File: config.mk
export PLATFORM = sky130hd
export DESIGN_NAME = padctl_usb_tx
export DESIGN_NICKNAME = d
export VERILOG_FILES = /design/src/rtl/padctl_usb_tx.sv
export SDC_FILE = /design/constraint.sdc
export NUM_CORES = 1
export LEC_CHECK = 0
export ABC_AREA = 1
export ABC_CLOCK_PERIOD_IN_PS = 2700
export BUFFER_PORTS_ARGS = -buffer_cell sky130_fd_sc_hd__buf_2
export CAP_MARGIN = 40
export CORE_MARGIN = 8
export CORE_UTILIZATION = 54
export CTS_BUF_LIST = sky130_fd_sc_hd__clkbuf_8
export DETAILED_ROUTE_END_ITERATION = 8
export GPL_TIMING_DRIVEN = 0
export MAX_ROUTING_LAYER = met4
export PLACE_DENSITY = 0.74
export SYNTH_ARGS = -nofsm -noshare
export SYNTH_HDL_FRONTEND = slang
export SYNTH_SLANG_ARGS = --single-unit
export TNS_END_PERCENT = 20
File: constraint.sdc
create_clock -name clk_i -period 2.7 [get_ports clk_i]
set_clock_uncertainty 0.2 [all_clocks]
set_input_delay 0.54 -clock clk_i [delete_from_list [all_inputs] [get_ports clk_i]]
set_output_delay 0.54 -clock clk_i [all_outputs]
set_load 0.03 [all_outputs]
File: src/rtl/padctl_usb_tx.sv
// Full-speed USB transmit line driver: SYNC, NRZI data with bit stuffing, EOP.
// Byte stream in over valid/ready; D+/D-/OE out to pad control.
module padctl_usb_tx #(
  parameter int unsigned CLKS_PER_BIT = 4
) (
  input  logic       clk_i,
  input  logic       rst_i,
  input  logic [7:0] data_i,
  input  logic       data_last_i,
  input  logic       data_valid_i,
  output logic       data_ready_o,
  output logic       usb_dp_o,
  output logic       usb_dn_o,
  output logic       usb_oe_o,
  output logic       busy_o,
  output logic       underrun_o
);

  localparam int unsigned DIV_W = (CLKS_PER_BIT > 1) ? $clog2(CLKS_PER_BIT) : 1;
  localparam logic [DIV_W-1:0] DIV_MAX = DIV_W'(CLKS_PER_BIT - 1);
  localparam logic [7:0] SYNC_PAT = 8'h80;

  typedef enum logic [1:0] {IDLE, SYNC, DATA, EOP} state_t;

  state_t           state;
  logic [DIV_W-1:0] div_q;
  logic [7:0]       shreg_q;
  logic [7:0]       hold_q;
  logic             hold_last_q;
  logic             last_q;
  logic             avail_q;
  logic             level_q;
  logic [2:0]       bit_idx_q;
  logic [2:0]       stuff_cnt_q;
  logic [1:0]       eop_cnt_q;

  logic strobe;
  logic stuff_due;
  logic tx_bit;
  logic nxt_level;

  // A bit slot ends on the last divider count; stuffing overrides the data bit.
  assign strobe    = (div_q == DIV_MAX);
  assign stuff_due = (stuff_cnt_q == 3'd6);
  assign tx_bit    = stuff_due ? 1'b0 : shreg_q[bit_idx_q];
  assign nxt_level = tx_bit ? level_q : ~level_q;

  always_ff @(posedge clk_i) begin
    if (rst_i) begin
      state        <= IDLE;
      div_q        <= '0;
      shreg_q      <= '0;
      hold_q       <= '0;
      hold_last_q  <= 1'b0;
      last_q       <= 1'b0;
      avail_q      <= 1'b0;
      level_q      <= 1'b1;
      bit_idx_q    <= '0;
      stuff_cnt_q  <= '0;
      eop_cnt_q    <= '0;
      data_ready_o <= 1'b0;
      usb_dp_o     <= 1'b1;
      usb_dn_o     <= 1'b0;
      usb_oe_o     <= 1'b0;
      busy_o       <= 1'b0;
      underrun_o   <= 1'b0;
    end else begin
      data_ready_o <= 1'b0;
      underrun_o   <= 1'b0;
      case (state)
        IDLE: begin
          div_q <= '0;
          if (data_valid_i) begin
            // SYNC is sent as a phantom byte; the real first byte waits in hold_q.
            data_ready_o <= 1'b1;
            hold_q       <= data_i;
            hold_last_q  <= data_last_i;
            shreg_q      <= SYNC_PAT;
            last_q       <= 1'b0;
            avail_q      <= 1'b1;
            bit_idx_q    <= 3'd1;
            stuff_cnt_q  <= '0;
            level_q      <= 1'b0;
            usb_dp_o     <= 1'b0;
            usb_dn_o     <= 1'b1;
            usb_oe_o     <= 1'b1;
            busy_o       <= 1'b1;
            state        <= SYNC;
          end
        end

        SYNC, DATA: begin
          div_q <= strobe ? '0 : div_q + DIV_W'(1);
          if (strobe) begin
            if (stuff_due || avail_q) begin
              level_q  <= nxt_level;
              usb_dp_o <= nxt_level;
              usb_dn_o <= ~nxt_level;
            end
            if (stuff_due) begin
              stuff_cnt_q <= '0;
            end else if (avail_q) begin
              stuff_cnt_q <= tx_bit ? stuff_cnt_q + 3'd1 : 3'd0;
              if (bit_idx_q == 3'd7) begin
                // Bit 7 is going out: line up the next byte so bit 0 follows without a gap.
                bit_idx_q <= '0;
                if (state == SYNC) begin
                  shreg_q <= hold_q;
                  last_q  <= hold_last_q;
                  state   <= DATA;
                end else if (last_q) begin
                  avail_q <= 1'b0;
                end else if (data_valid_i) begin
                  shreg_q      <= data_i;
                  last_q       <= data_last_i;
                  data_ready_o <= 1'b1;
                end else begin
                  underrun_o <= 1'b1;
                  avail_q    <= 1'b0;
                end
              end else begin
                bit_idx_q <= bit_idx_q + 3'd1;
              end
            end else begin
              usb_dp_o  <= 1'b0;
              usb_dn_o  <= 1'b0;
              eop_cnt_q <= '0;
              state     <= EOP;
            end
          end
        end

        EOP: begin
          div_q <= strobe ? '0 : div_q + DIV_W'(1);
          if (strobe) begin
            case (eop_cnt_q)
              2'd0: eop_cnt_q <= 2'd1;
              2'd1: begin
                eop_cnt_q <= 2'd2;
                usb_dp_o  <= 1'b1;
                usb_dn_o  <= 1'b0;
              end
              default: begin
                eop_cnt_q   <= '0;
                div_q       <= '0;
                stuff_cnt_q <= '0;
                usb_oe_o    <= 1'b0;
                usb_dp_o    <= 1'b1;
                usb_dn_o    <= 1'b0;
                busy_o      <= 1'b0;
                state       <= IDLE;
              end
            endcase
          end
        end
      endcase
    end
  end

endmodule

Word-level counts from Yosys, hierarchy flattened
Cells that the tools add are included.
{ "word_totals": {"register_bits": 37, "out_inout_bits": 6} }
{ "classes": {"addsub": 3, "n_lt_le_gt_ge": 1, "n_eq_ne": 22, "mux": 91, "n_bitwise": 6, "reduce_logical": 20} }
{ "op_table": {"columns": ["cell", "count"], "rows": [
  ["8-bit two-way mux", 8],
  ["1-bit two-way mux", 41],
  ["3-bit two-way mux", 12],
  ["2-bit two-way mux", 15],
  ["2-bit != test, second input constant", 10],
  ["8-bit case mux with 2 select lines", 1],
  ["4-bit AND reduction", 4],
  ["3-bit != test, second input constant", 5],
  ["5-bit AND reduction", 3],
  ["2-bit case mux with 3 select lines", 2],
  ["1-bit case mux with 2 select lines", 5],
  ["3-bit case mux with 3 select lines", 1],
  ["2-bit case mux with 2 select lines", 2],
  ["8-bit AND reduction", 1],
  ["8-bit OR reduction", 1],
  ["7-bit AND reduction", 1],
  ["3-bit by 1-bit adder with 3-bit output, second input constant", 2],
  ["2-bit == test, second input constant", 3],
  ["3-bit == test, second input constant", 2],
  ["1-bit NOT", 6],
  ["1-bit case mux with 3 select lines", 2],
  ["3-bit case mux with 2 select lines", 1],
  ["6-bit AND reduction", 1],
  ["2-bit nonzero test", 3],
  ["other kinds (8)", 11]
]} }

Depth between registers and ports, before layout
{ "logic_depth": {"depth_word": 10, "ltp_mapped": 11, "mapped_depth_nobuf": 11} }

Least setup slack after synthesis
Ideal clock, no wire load.
{ "synth_path": {"path_kind": "reg-to-reg", "start": "register state[0]", "end": "register state[0]", "setup_ps": 117, "t_arrival_ps": 1594, "required_time_ps": 2383, "slack_ps": 789, "path_stages_with_launch": 10, "path_buffers": 0, "cell_sequence": "dfxtp_1 > inv_1 > ha_1 > nand2_2 > nand2_2 > inv_2 > nand2_2 > or3_4 > nor3_1 > nor2_1"} }
{ "synth_between": {"elab_chain_cells": 4} }
{ "synth_rtl": {"columns": ["item", "line_no", "text"], "rows": [
  ["start, declared", "25", "state_t state;"],
  ["start signal, assigned", "50", "state <= IDLE;"],
  ["start signal, assigned", "88", "state <= SYNC;"],
  ["start signal, assigned", "110", "state <= DATA;"],
  ["2-bit by 1-bit == test with 1-bit output / 2-bit == test (equally long branches)", "70, 107", null],
  ["2-bit OR reduction", "70", "case (state)"],
  ["3-bit != test (no source line) / 2-bit != test (equally long branches)", null, null],
  ["7-bit AND reduction (no source line)", null, null]
]} }
Parallel ways exist; a longest one is shown, timed or not.
A chain may end at the register's enable or synchronous reset.

Final worst setup path
{ "layout_path": {"start": "register state[0]", "end": "register shreg_q[7]"} }
{ "layout_between": {"elab_chain_cells": 7} }
{ "layout_rtl": {"columns": ["item", "line_no", "text"], "rows": [
  ["2-bit by 1-bit == test with 1-bit output", "70, 107", null],
  ["8-bit two-way mux", "107", "if (state == SYNC) begin"],
  ["8-bit two-way mux", "104", "if (bit_idx_q == 3'd7) begin"],
  ["8-bit two-way mux", "102", "end else if (avail_q) begin"],
  ["8-bit two-way mux", "100", "if (stuff_due) begin"],
  ["8-bit two-way mux", "94", "if (strobe) begin"],
  ["8-bit case mux with 2 select lines", "70", null],
  ["end signal, assigned", "108", "shreg_q <= hold_q;"],
  ["end signal, assigned", "114", "shreg_q <= data_i;"],
  ["end, declared", "27", "logic [7:0] shreg_q;"]
]} }
Parallel ways exist; a longest one is shown, timed or not. The select of a mux whose other input is x is not followed.

==> impl_summary.log <==
[metrics] result of the run: finished clean
[metrics] area growth from synthesis to layout: 11.7%
[metrics] vias per cell: 5.11
[metrics] std cell rows: 21
[metrics] first-pass GRT wire length: 6.96 mm
[metrics] Synth Register Bits: 37
[metrics] Syn Area/Cell: 7.25 µm²
[metrics] cell count after synthesis: 263
[metrics] synth unique cells: 31
[metrics] Final Hold Violating Endpoints: 0
[metrics] post-synth top area cell: dfxtp_1
[metrics] RSZ-0062 raised after global routing: no
[metrics] met3 WL post-DR: 113 µm
[metrics] Post-route DRC: 0
[metrics] Die Wd: 75.4 µm
[metrics] type of element launching the critical path: flip-flop
[metrics] violation count after the first detailed-routing iteration: 154
[metrics] gp weighted congestion: 0.859
[metrics] met2 wire length: 1.90 mm
[metrics] count of pins on the block boundary: 18
[metrics] First-pass DRT Iterations: 4
[metrics] multiplexer fraction of the synthesized cell area: 0%
[metrics] number of nets produced by synthesis: 284
[metrics] transition time of the tightest slew-check pin: 0.560 ns
[metrics] cell with the most instances after synthesis: nor2_1
[metrics] Worst EP arrival: 2.12 ns
[metrics] number of enable-type register cells in the synthesized netlist: 0
[metrics] parity-gate share of the synthesized area counting xor and xnor cells: 0.460%
[metrics] CTS clock-pin slew for the worst setup and hold paths: 0.07 ns
[metrics] number of antenna violations at the first check in global routing: 0
[metrics] critical path data required time: 2.69 ns
[metrics] critical path class: flip-flop to flip-flop
[metrics] vias in the first global route: 1574
[metrics] gr usage total: 16.6%
[metrics] adder and majority cell fraction of the synthesized area: 5.91%
[metrics] core box area: 3360 µm²
[metrics] synthesized cell area: 1910 µm²
[metrics] leakage power: 0.000961 µW
[metrics] clock tree from TritonCTS: built
[metrics] height of the chip: 75.4 µm
[metrics] CTS H-Tree Depth: 2
[metrics] largest family of logic cells by synthesized area: simple AND/OR/NAND/NOR gates
[metrics] count of max-cap constraint violations: 0
[metrics] post-synthesis sequential area ratio: 38.9%
[metrics] summed negative setup slack over all endpoints: 0 ns
[metrics] average detailed-routed wire length per instance: 12.6 µm
[metrics] maximum net fanout on the critical path: 10
[metrics] ANT nets after route: 0
[metrics] post-CTS sizing: 0
[metrics] antenna diode instance count: 0
[metrics] DP Area: 2050 µm²
[metrics] WL met1: 2.15 mm
[metrics] Max IR drop VDD: 0.545 mV
[metrics] maximum buffer depth of the clock tree: 2
[metrics] class of the worst hold path: flip-flop to flip-flop
[metrics] clock root buffer: clkbuf_8
[metrics] endpoint kind of the worst setup timing path: flip-flop
[metrics] Synth Area in Simple Gates: 27.1%
[metrics] list of most frequent post-synthesis cells: nor2_1 (44), dfxtp_1 (37), o21ai_0 (33), nand2_1 (30), inv_1 (23)
[metrics] DIE AREA: 5690 µm²
[metrics] layout cell share with drive strength beyond 1: 16.7%
[metrics] Pins Over Slew Limit: 0
[metrics] total CTS buffers: 5
[metrics] most area-consuming cells after synthesis: dfxtp_1 (39%), nor2_1 (8.7%), o21ai_0 (8.7%)
[metrics] power per standard cell area: 1090 nW/µm²
[metrics] wirelength, routed: 4.21 mm
[metrics] detailed placer's ending HPWL: 3.07 mm
[metrics] proportion of register bits with asynchronous set or reset after synthesis: 0%
[metrics] post-synthesis compound-gate area fraction: 19.2%
[metrics] highest achievable clock rate: 469 MHz
[metrics] Initial Utilization: 56.7%
[metrics] clock latency at the later pin of the worst-skew pair: 0.29 ns
[metrics] warning count from the yosys run: 0
[metrics] clock sink total: 37
[metrics] commonest register cell after synthesis: dfxtp_1
[metrics] largest net degree at the start of global routing: 11
[metrics] setup fix buffers added after clock tree synthesis: 0
[metrics] share of Yosys cell area claimed by the top area cell type: 38.9%
[metrics] worst hold stages: 1
[metrics] Hold-fix buffers, CTS: 0
[metrics] highest metal layer with signal wires: met4
[metrics] Post-layout nets: 308
[metrics] port buffer count: 17
[metrics] leftover overflow at the end of global routing: 0
[metrics] number of failing setup endpoints in the final timing report: 0
[metrics] final instance area: 2130 µm²
[metrics] final cycle utilization of the critical path: 79.0%
[metrics] minimum clock period after layout: 2.13 ns
[metrics] via count: 1708
[metrics] worst reg2reg path depth: 7
[metrics] Rel. slew slack: 62.7%
-- critical path, cell delays in order (launching register included) --
cell and delay (ns):
dfxtp_1 0.36, inv_1 0.10, ha_1 0.40, clkbuf_1 0.35, buf_2 0.30, nand3_1 0.10
o21ai_0 0.17, a21oi_1 0.05
-- sequential cells by signal, indices dropped and copies added, names as in the netlist --
name	cells
hold_q	8
shreg_q	8
bit_idx_q	3
stuff_cnt_q	3
div_q	2
eop_cnt_q	2
state	2
avail_q	1
busy_o	1
data_ready_o	1
hold_last_q	1
last_q	1
level_q	1
underrun_o	1
usb_dn_o	1
usb_dp_o	1
-- layer usage --
layer,up-vias,track usage [%]
li1,921,-
met1,764,21.1
met2,19,24.8
met3,4,3.16
met4,0,7.68
met5,-,-
-- report_power, final --
part | internal [µW] | switching, µW | total [µW]
registers | 686 | 78.0 | 764
clock network | 172 | 187 | 359
logic | 398 | 801 | 1200
total | 1260 | 1070 | 2320
-- cells by family after synthesis --
group / after synthesis
xor+xnor: 1
simple gates: 111
flops: 37
fa+ha+maj: 9
compound gates: 66
buf+inv: 39
-- worst paths after layout --
kind | from | endpoint | slack [ns]
setup / recovery | state[0] | shreg_q[7] | 0.57
hold / removal | div_q[0] | div_q[0] | 0.25
setup reg to reg | state[0] | shreg_q[7] | 0.57
hold reg to reg | div_q[0] | div_q[0] | 0.25
-- per-stage QoR --
| stage | hold slack [ns] | power (µW) | setup WS [ns] | std cells | utilization, % |
|---|---|---|---|---|---|
| finish | 0.250 | 2320 | 0.566 | 334 | 63.3 |
| global route | 0.279 | 2520 | 0.430 | 334 | 63.3 |
| CTS | 0.254 | 2330 | 0.578 | 334 | 63.3 |
| detailed placement | 0.244 | 1970 | 0.593 | 326 | 60.9 |
| global placement | 0.239 | 1950 | 0.617 | 326 | 60.9 |
| floorplan | 0.209 | 1710 | 0.789 | 263 | - |
-- cells in the final DEF (no fill, tap or decap), drive strengths merged --
| cell type | synthesis | final |
|---|---|---|
| a311oi | 1 | 1 |
| a2111oi | 2 | 2 |
| a211oi | 4 | 4 |
| o211ai | 2 | 2 |
| a21oi | 22 | 22 |
| nand3 | 12 | 12 |
| o21ai | 35 | 35 |
| nand2 | 36 | 36 |
| ha | 9 | 9 |
| nor3 | 6 | 6 |
| clkinv | 3 | 3 |
| nand3b | 3 | 3 |
| buf | 3 | 20 |
| inv | 28 | 31 |
| nand4 | 2 | 2 |
| dfxtp | 37 | 37 |
| nor2 | 51 | 51 |
| clkbuf | 5 | 10 |
| xor2 | 1 | 1 |
| or3 | 1 | 1 |
-- cell type report --
| class | instances | area [µm²] |
|---|---|---|
| Buffer | 8 | 43.8 |
| Clock buffer | 5 | 68.8 |
| Multi-Input combinational cell | 187 | 1000 |
| Inverter | 31 | 118 |
| Timing Repair Buffer | 17 | 85.1 |
| Clock inverter | 3 | 11.3 |
| Fill cell | 346 | 1230 |
| Tap cell | 46 | 57.6 |
| Sequential cell | 37 | 741 |
Note: power is estimated with default switching activity, not from simulation.
